===== src/rtl/mipi_tx_pkg.sv =====
// Shared definitions for the MIPI TX line scheduler.
// Contents: lane geometry, the fixed SYNC and TRAIL words, the scheduler
// state type and a per-lane bit-reversal helper.
package mipi_tx_pkg;

  localparam int LANES  = 4;
  localparam int LANE_W = 16;

  localparam logic [63:0] SYNC_WORD  = 64'h001D_001D_001D_001D;
  localparam logic [63:0] TRAIL_WORD = 64'h00CA_00BA_00CA_00BA;

  typedef enum logic [2:0] {
    IDLE    = 3'd0,
    PREP    = 3'd1,
    SYNC    = 3'd2,
    HDR     = 3'd3,
    PAYLOAD = 3'd4,
    TRAIL   = 3'd5,
    HBLANK  = 3'd6,
    VBLANK  = 3'd7
  } tx_state_e;

  // Mirror bit order inside every 16-bit lane field (bit0 <-> bit15).
  function automatic logic [63:0] lane_bitrev(input logic [63:0] w);
    logic [63:0] r;
    r = 64'h0;
    for (int l = 0; l < LANES; l++) begin
      for (int b = 0; b < LANE_W; b++) begin
        r[l*LANE_W + b] = w[l*LANE_W + LANE_W - 1 - b];
      end
    end
    return r;
  endfunction

endpackage


===== src/rtl/mipi_tx_timing_cnt.sv =====
// Horizontal / vertical position counters for the MIPI TX line scheduler.
// Ports:
//   clkx2        byte clock
//   rstn         asynchronous active-low reset
//   i_run        count when high; counters are held at zero when low
//   o_hcnt       position within the line, 0 .. HTOTAL_W-1
//   o_vcnt       line within the frame, 0 .. VTOTAL-1
//   o_line_end   last cycle of a line
//   o_frame_end  last cycle of a frame
module mipi_tx_timing_cnt
  import mipi_tx_pkg::*;
#(
  parameter int HTOTAL_W = 550,
  parameter int VTOTAL   = 112,
  localparam int HW      = $clog2(HTOTAL_W),
  localparam int VW      = $clog2(VTOTAL)
) (
  input  logic          clkx2,
  input  logic          rstn,
  input  logic          i_run,
  output logic [HW-1:0] o_hcnt,
  output logic [VW-1:0] o_vcnt,
  output logic          o_line_end,
  output logic          o_frame_end
);

  localparam logic [HW-1:0] H_LAST = HW'(HTOTAL_W - 1);
  localparam logic [VW-1:0] V_LAST = VW'(VTOTAL - 1);

  logic [HW-1:0] r_hcnt;
  logic [VW-1:0] r_vcnt;
  logic          w_line_end;
  logic          w_frame_end;

  assign w_line_end  = (r_hcnt == H_LAST);
  assign w_frame_end = w_line_end && (r_vcnt == V_LAST);

  // Line / frame position counters; both wrap to zero at the end of their span.
  always_ff @(posedge clkx2 or negedge rstn) begin
    if (!rstn) begin
      r_hcnt <= '0;
      r_vcnt <= '0;
    end else if (!i_run) begin
      r_hcnt <= '0;
      r_vcnt <= '0;
    end else if (w_line_end) begin
      r_hcnt <= '0;
      r_vcnt <= w_frame_end ? '0 : r_vcnt + VW'(1);
    end else begin
      r_hcnt <= r_hcnt + HW'(1);
      r_vcnt <= r_vcnt;
    end
  end

  assign o_hcnt      = r_hcnt;
  assign o_vcnt      = r_vcnt;
  assign o_line_end  = w_line_end;
  assign o_frame_end = w_frame_end;

endmodule


===== src/rtl/mipi_tx_line_sched.sv =====
// MIPI TX line scheduler: sequences SYNC / header / payload / trailer words
// for each active line and blanking for the rest of the frame.
// Every output is a flop. tx_data, hs_en, line_start and frame_done are a
// registered decode of the state register, so they trail the state by one
// cycle. pix_ready and busy are registered from the next state, so they line
// up with the state register itself. A word accepted on a pix_ready cycle
// therefore appears on tx_data in the following cycle.
// Ports:
//   clkx2, rstn      byte clock, asynchronous active-low reset
//   start            single-cycle frame request (one extra request is queued while busy)
//   continuous       restart frames automatically
//   pix_data/valid   four 16-bit lane words in, lane3 in [63:48]
//   pix_ready        word accepted this cycle (PAYLOAD only)
//   tx_data, hs_en   DPHY data_in0..3 and hs_clk_en/hs_data_en
//   line_start       pulse with the PREP cycle of every active line
//   frame_done       pulse on the last VBLANK cycle
//   underrun         sticky: a payload slot had no valid word
//   busy             any state other than IDLE
// Build option: MIPI_TX_BITREV_EN bit-reverses each lane field of tx_data.
module mipi_tx_line_sched
  import mipi_tx_pkg::*;
#(
  parameter int          HACTIVE_W = 480,
  parameter int          HTOTAL_W  = 550,
  parameter int          VACTIVE   = 100,
  parameter int          VTOTAL    = 112,
  parameter logic [63:0] HDR_WORD  = 64'h00B8_0060_0006_0054
) (
  input  logic        clkx2,
  input  logic        rstn,
  input  logic        start,
  input  logic        continuous,
  input  logic [63:0] pix_data,
  input  logic        pix_valid,
  output logic        pix_ready,
  output logic [63:0] tx_data,
  output logic        hs_en,
  output logic        line_start,
  output logic        frame_done,
  output logic        underrun,
  output logic        busy
);

  localparam int HW = $clog2(HTOTAL_W);
  localparam int VW = $clog2(VTOTAL);

  // hcnt at the last PAYLOAD and last TRAIL cycle (PREP sits at hcnt 0).
  localparam logic [HW-1:0] H_PAY_LAST = HW'(HACTIVE_W + 2);
  localparam logic [HW-1:0] H_TRL_LAST = HW'(HACTIVE_W + 4);
  localparam logic [VW-1:0] V_ACT_LAST = VW'(VACTIVE - 1);

  tx_state_e     r_state;
  tx_state_e     w_state_nxt;
  logic          r_pend;
  logic [HW-1:0] w_hcnt;
  logic [VW-1:0] w_vcnt;
  logic          w_line_end;
  logic          w_frame_end;
  logic          w_run;
  logic          w_restart;
  logic [63:0]   w_tx_word;

  assign w_run     = (r_state != IDLE);
  // A start landing in the frame-end cycle itself also counts as a restart.
  assign w_restart = continuous | r_pend | start;

  mipi_tx_timing_cnt #(
    .HTOTAL_W (HTOTAL_W),
    .VTOTAL   (VTOTAL)
  ) u_timing (
    .clkx2       (clkx2),
    .rstn        (rstn),
    .i_run       (w_run),
    .o_hcnt      (w_hcnt),
    .o_vcnt      (w_vcnt),
    .o_line_end  (w_line_end),
    .o_frame_end (w_frame_end)
  );

  // Next-state selection driven by the position counters.
  always_comb begin
    w_state_nxt = r_state;
    case (r_state)
      IDLE:    if (start) w_state_nxt = PREP; else w_state_nxt = IDLE;
      PREP:    w_state_nxt = SYNC;
      SYNC:    w_state_nxt = HDR;
      HDR:     w_state_nxt = PAYLOAD;
      PAYLOAD: if (w_hcnt == H_PAY_LAST) w_state_nxt = TRAIL; else w_state_nxt = PAYLOAD;
      TRAIL:   if (w_hcnt == H_TRL_LAST) w_state_nxt = HBLANK; else w_state_nxt = TRAIL;
      HBLANK: begin
        if (w_line_end) begin
          if (w_vcnt == V_ACT_LAST) w_state_nxt = VBLANK; else w_state_nxt = PREP;
        end else begin
          w_state_nxt = HBLANK;
        end
      end
      VBLANK: begin
        if (w_frame_end) begin
          if (w_restart) w_state_nxt = PREP; else w_state_nxt = IDLE;
        end else begin
          w_state_nxt = VBLANK;
        end
      end
      default: w_state_nxt = IDLE;
    endcase
  end

  // Word to launch for the current state; a missing pixel word sends zeros.
  always_comb begin
    w_tx_word = 64'h0;
    case (r_state)
      SYNC:    w_tx_word = SYNC_WORD;
      HDR:     w_tx_word = HDR_WORD;
      PAYLOAD: if (pix_valid) w_tx_word = pix_data; else w_tx_word = 64'h0;
      TRAIL:   w_tx_word = TRAIL_WORD;
      default: w_tx_word = 64'h0;
    endcase
  end

  // State register, pending start, sticky underrun and all registered outputs.
  always_ff @(posedge clkx2 or negedge rstn) begin
    if (!rstn) begin
      r_state    <= IDLE;
      r_pend     <= 1'b0;
      tx_data    <= 64'h0;
      hs_en      <= 1'b0;
      line_start <= 1'b0;
      frame_done <= 1'b0;
      pix_ready  <= 1'b0;
      busy       <= 1'b0;
      underrun   <= 1'b0;
    end else begin
      r_state <= w_state_nxt;
`ifdef MIPI_TX_BITREV_EN
      tx_data <= lane_bitrev(w_tx_word);
`else
      tx_data <= w_tx_word;
`endif
      hs_en      <= (r_state inside {PREP, SYNC, HDR, PAYLOAD, TRAIL});
      line_start <= (r_state == PREP);
      frame_done <= (r_state == VBLANK) && w_frame_end;
      pix_ready  <= (w_state_nxt == PAYLOAD);
      busy       <= (w_state_nxt != IDLE);

      if (r_state == IDLE && start) underrun <= 1'b0;
      else if (r_state == PAYLOAD && !pix_valid) underrun <= 1'b1;
      else underrun <= underrun;

      // Only one queued request; it is used up at the next frame boundary.
      if (r_state == IDLE) r_pend <= 1'b0;
      else if (r_state == VBLANK && w_frame_end) r_pend <= 1'b0;
      else if (start) r_pend <= 1'b1;
      else r_pend <= r_pend;
    end
  end

endmodule

===== config.mk =====
export PLATFORM = sky130hd
export DESIGN_NAME = mipi_tx_line_sched
export DESIGN_NICKNAME = d
export VERILOG_FILES = /design/src/rtl/mipi_tx_pkg.sv /design/src/rtl/mipi_tx_timing_cnt.sv /design/src/rtl/mipi_tx_line_sched.sv
export SDC_FILE = /design/constraint.sdc
export NUM_CORES = 1
export LEC_CHECK = 0
export CAP_MARGIN = 25
export CORE_MARGIN = 2
export CORE_UTILIZATION = 50
export CTS_BUF_LIST = sky130_fd_sc_hd__clkbuf_16
export CTS_CLUSTER_SIZE = 12
export DETAILED_ROUTE_END_ITERATION = 12
export DONT_BUFFER_PORTS = 1
export PLACE_DENSITY_LB_ADDON = 0.25
export SYNTH_ARGS = -nofsm -noshare
export SYNTH_HDL_FRONTEND = slang
export SYNTH_SLANG_ARGS = --single-unit

===== constraint.sdc =====
create_clock -name clkx2 -period 2.4 [get_ports clkx2]
set_input_delay 0.48 -clock clkx2 [delete_from_list [all_inputs] [get_ports clkx2]]
set_output_delay 0.48 -clock clkx2 [all_outputs]
set_load 0.05 [all_outputs]

Word-level counts from Yosys, hierarchy flattened:

Cells that the tools add are included.

* reduce and logical (&&, ||, !) cells: 11
* add/subtract/negate cells: 2
* bitwise logic cells: 2
* equal/unequal tests: 14
* muxes and demuxes: 20

Operators with widths (count)
* $pmux 64 s4: 1
* $mux 64: 1
* $pmux 3 s8: 1
* $mux 7: 3
* $eq 10x9->1 const B: 2
* $mux 10: 2
* $eq 3x3->1 const B: 5
* $eq 7x7->1 const B: 2
* $add 10x1->10 const B: 1
* $eq 10x10->1 const B: 1
* $mux 3: 3
* $reduce_bool 3->1: 3
* $mux 1: 8
* $add 7x1->7 const B: 1
* $eq 3x2->1 const B: 2
* $reduce_bool 5->1: 1
* $logic_and 1x1->1: 4
* $eq 3x1->1 const B: 1
* $logic_not 3->1: 1
* $mux 2: 1
* $ne 2x2->1 const B: 1
* $or 1x1->1: 2
* $reduce_bool 2->1: 1
* $logic_not 1->1: 1

* output and inout port bits: 70
* flip-flop bits (word level): 91
* logic and storage cells: 60

Logic depth before layout (Yosys ltp):

* word-level depth: 6
* depth in mapped cells: 7

Cells and area by module:

A second synthesis with hierarchy kept.

* cells, all modules: 316
* area total of the unflattened synthesis: 3549.7 sq um

Modules (own cells, without submodules)
* mipi_tx_line_sched: cells an instance 222, times used 1, sequential area each 1851.8 sq um, area an instance 2671.3 sq um
* mipi_tx_timing_cnt: cells an instance 94, times used 1, sequential area each 425.4 sq um, area an instance 878.3 sq um

Least setup slack after synthesis:

OpenSTA, ideal clock, no wires.

* kind: reg-to-reg
* from: reg u_timing.r_hcnt[6] (netlist: u_timing.o_hcnt[6])
* to: reg u_timing.r_vcnt[5] (netlist: u_timing.o_vcnt[5])
* path buffers: 0
* stages on the path, launching flop included: 5
* arrival: 1.755 ns
* clock period less this slack: 1.833 ns
* path slack: 0.567 ns
* cells stage by stage: dfrtp_1 > or3_4 > o31a_1 > or4_1 > a21oi_1

* word-level cells in the longest chain between the ends: 5

Ends and longest elaborated chain
* from (decl): RTL line mipi_tx_timing_cnt.sv:30 `logic [HW-1:0] r_hcnt;`
* from (signal assigned): RTL line mipi_tx_timing_cnt.sv:50 `r_hcnt <= r_hcnt + HW'(1);`
* $eq 10x10->1 *: RTL line mipi_tx_timing_cnt.sv:35 `assign w_line_end = (r_hcnt == H_LAST);`
* $logic_and 1x1->1: RTL line mipi_tx_timing_cnt.sv:36 `assign w_frame_end = w_line_end && (r_vcnt == V_LAST);`
* $mux 7: RTL line mipi_tx_timing_cnt.sv:48 `r_vcnt <= w_frame_end ? '0 : r_vcnt + VW'(1);`
* $mux 7: RTL line mipi_tx_timing_cnt.sv:46 `end else if (w_line_end) begin`
* $mux 7: RTL line mipi_tx_timing_cnt.sv:43 `end else if (!i_run) begin`
* to (signal assigned): RTL line mipi_tx_timing_cnt.sv:48
* to (signal assigned): RTL line mipi_tx_timing_cnt.sv:51 `r_vcnt <= r_vcnt;`
* to (decl): RTL line mipi_tx_timing_cnt.sv:31 `logic [VW-1:0] r_vcnt;`

Mark *: on every way between the ends. The rest lies on a longest branch, timed or not. The select of a mux whose other input is x is not followed.
A chain may end at the register's enable or synchronous reset.

Final worst setup path:

* from: reg u_timing.r_hcnt[6] (netlist: u_timing.o_hcnt[6])
* to: reg u_timing.r_vcnt[6] (netlist: u_timing.o_vcnt[6])

Same word-level chain as after synthesis.

==> results.md <==
- Syn avg cell area: 11.25 um^2
- Post-synth top area cell: dfrtp_1
- Final Hold Fails: 91
- Synthesized instance count: 315
- GRT busiest layer: met2
- Hold crit path type: primary input to asynchronous set/reset pin
- Clock Root Buffer: clkbuf_16
- Data arrival time at the worst-slack endpoint: 2210 ps
- Dpl ws: 458.6 ps
- GRT Overall Usage: 17.63%
- Worst setup SP type: register
- # rows: 30
- Crit-path max cell delay: 490 ps
- Distinct cell type count of the synthesized netlist: 38
- DR WL/cell: 16.59 um
- Mux share of post-synthesis cell area: 0.8472%
- Via count: 2252
- Fin crit period: 1951 ps
- Register area share after synthesis: 64.24%
- Final setup vio count: 0
- Fraction of the mapped netlist area in adder cells: 1.765%
- Worst skew pair latency: 330 ps
- Main combinational cell family by area after synthesis: simple AND/OR/NAND/NOR gates
- Initial antenna violation count: 1
- Routed WL: 6.999 mm
- Sw Share: 25.86%
- Iter 0 DRT Violations: 111
- Max Cap Viol: 0
- Hold slack final: -160.4 ps
- GR Util met1: 22.84%
- # clock sinks: 91
- TNS Setup: 0 ps
- #FFs+latches synth: 91
- Largest net degree at the start of global routing: 92
- Via density: 5.336
- Bufs on Longest Clock Path: 2
- Die Span X: 88.20 um
- CORE AREA: 6832 um^2
- Die area: 7778 um^2
- CP Data Required Time: 2660 ps
- Fmax: 0.5127 GHz
- Pleak: 1.943 nW
- FILL cells: 569
- Post-Synthesis Cell Area: 3545 um^2
- CTS tree: done
- Synth top area cells: dfrtp_1 64%, and2_1 6.0%, nand2_1 5.1%, nor2_1 2.0%, a21oi_1 2.0%
- CP Class: register to register
- Drt pass-1 iters: 4
- I/O pin cnt: 139
- IO Port Bufs: 0
- Initial Utilization: 51.89%
- RSZ-0062 raised after global routing: no
- Layout cells sized above 1: 7.692%
- Worst setup EP type: register
- Mapped Nets: 389
- Ys async rst share: 100.0%
- Synth-to-Final Area Change: 12.18%
- Setup Skew: 8.849 ps
- Final #Nets: 394
- Vias in the first global route: 2034
- Cells resized by post-CTS repair: 0
- Critical path's top delay family: simple AND/OR/NAND/NOR gates
- First-pass GRT wire length: 10.47 mm
- Comb pwr share: 1.8%
- M2 GR Usage: 27.61%
- Yosys warning count: 0
- Top cell type's share of synthesized area: 64.24%
- DP HPWL: 4.949 mm
- Global placer's final weighted congestion: 0.8034
- Cells along the critical path: or3_4, o31a_1, or4_1, a21oi_1
- PwrDens: 828.0 nW/um^2
- Sw Pwr: 0.8516 mW
- CP Buf/Inv Count: 0
- Clk pwr share: 43.2%
- Synth Area in Compound Gates: 7.448%
- Least-Margin Pin Slew: 543.2 ps
- Slowest cell on the critical path: or4_1
- GRT overflow: 0
- Peak supply drop: 0.3280 mV
- Met3 usage: 7.069%
- Slew Limit Fails: 0
- Post-synthesis simple-gate area fraction: 21.25%
- Worst-path clk slew: 70 ps
- Failing checks: hold timing
- Inserted Clock Buffers: 9
- Most common flop cell mapped by yosys: dfrtp_1
- Period utilisation layout: 81.28%
- DRC viols: 0
- Post-route ant nets: 0
- Xor/xnor cell area share of the yosys netlist: 2.224%
- H-tree depth: 3
- Power Internal: 2.441 mW
- Die Ht: 88.20 um
- Relative slew slack: 63.79%
- Max Fanout on Critical Path: 10
- Sequential share of power: 55.0%
- Number of synthesized flops with an enable pin: 0
- Fin worst setup slack: 449.4 ps
- Status: complete, but fails checks
cells in the final DEF, fill, tap and decap left out, drive strengths merged, types with 5 or more instances in the layout:
master  synthesis  final
buf             3      6
dfrtp          91     91
clkbuf          9      9
ha              5      5
a21o            7      7
xor2            5      5
inv             8     12
or3             5      5
o21ai          12     12
nor3            7      7
nand2          48     48
nand3           8      8
and2           34     34
a21oi          14     14
nor2           19     19
cells by family after synthesis:
family / Yosys count
and+or+nand+nor: 144
DFF: 91
AOI/OAI and AO/OA: 43
buffers and inverters: 20
xor gates and xnor gates: 9
adders and majority gates: 5
muxes: 3
power by group through the flow:
stage               combinational, mW  clock, mW  sequential (mW)
detailed placement             0.0602          0             1.84
floorplan                      0.0515          0             1.83
global route                   0.0688       1.53             1.82
global placement               0.0574          0             1.84
finish                         0.0594       1.42             1.81
CTS                            0.0607       1.45             1.81
layer usage:
metal | up-vias | routed length (um)
li1 | 1070 | -
met1 | 1090 | 2857
met2 | 88 | 3480
met3 | 4 | 630
met4 | 0 | 29
met5 | - | 0
cells in the mapped netlist (all sizes together), types with 7 or more instances:
master / count
a21o: 7
a21oi: 14
and2: 34
clkbuf: 9
dfrtp: 91
inv: 8
nand2: 48
nand3: 8
nor2: 19
nor3: 7
o21ai: 12
sequential cells by signal, summed over array words and instances (netlist names):
signal / count
busy: 1
frame_done: 1
hs_en: 1
line_start: 1
pix_ready: 1
r_pend: 1
r_state: 3
tx_data: 64
u_timing.o_hcnt: 10
u_timing.o_vcnt: 7
underrun: 1
area by class of cell:
class | instances | area, um^2 | area share [%]
Clock inverter | 7 | 82.58 | 2.077
Inverter | 8 | 30.03 | 0.7552
Sequential cell | 91 | 2277 | 57.27
Antenna cell | 1 | 2.502 | 0.06293
Timing Repair Buffer | 6 | 45.04 | 1.133
Clock buffer | 9 | 225.2 | 5.664
Multi-Input combinational cell | 204 | 1194 | 30.02
Tap cell | 96 | 120.1 | 3.021
worst paths after layout:
path	endpoint	depth (start not counted)	startpoint	slack [ps]
min	tx_data[26]$_DFF_PN0_	0	rstn	-160
min in group clkx2	tx_data[38]$_DFF_PN0_	2	pix_data[38]	260
max reg2reg	u_timing.o_vcnt[6]$_DFFE_PN0P_	4	u_timing.o_hcnt[6]$_DFF_PN0_	450
max	u_timing.o_vcnt[6]$_DFFE_PN0P_	4	u_timing.o_hcnt[6]$_DFF_PN0_	450
max in group asynchronous	u_timing.o_hcnt[7]$_DFF_PN0_	0	rstn	2440
min reg2reg	u_timing.o_hcnt[0]$_DFF_PN0_	1	u_timing.o_hcnt[0]$_DFF_PN0_	560
metrics by stage:
| step | util [%] | hold WS, ps | cells | cell area [um^2] | total power [mW] |
|---|---|---|---|---|---|
| 3_5_place_dp | 53.66 | 186.2 | 405 | 3666 | 1.901 |
| 2_1_floorplan | - | 184.4 | 315 | 3545 | 1.883 |
| 3_3_place_gp | 53.66 | 186.1 | 405 | 3666 | 1.898 |
| 5_1_grt | 58.17 | -179.6 | 421 | 3974 | 3.416 |
| 6_report | 58.21 | -160.4 | 422 | 3976 | 3.292 |
| 4_1_cts | 58.17 | -171.2 | 421 | 3974 | 3.325 |
what timing repair did:
item	4_1_cts	5_1_grt
buffers inserted	0	0
setup endpoints to repair	0	0
hold endpoints to repair	91	91
No activity file was read; power rests on OpenSTA's default activity.
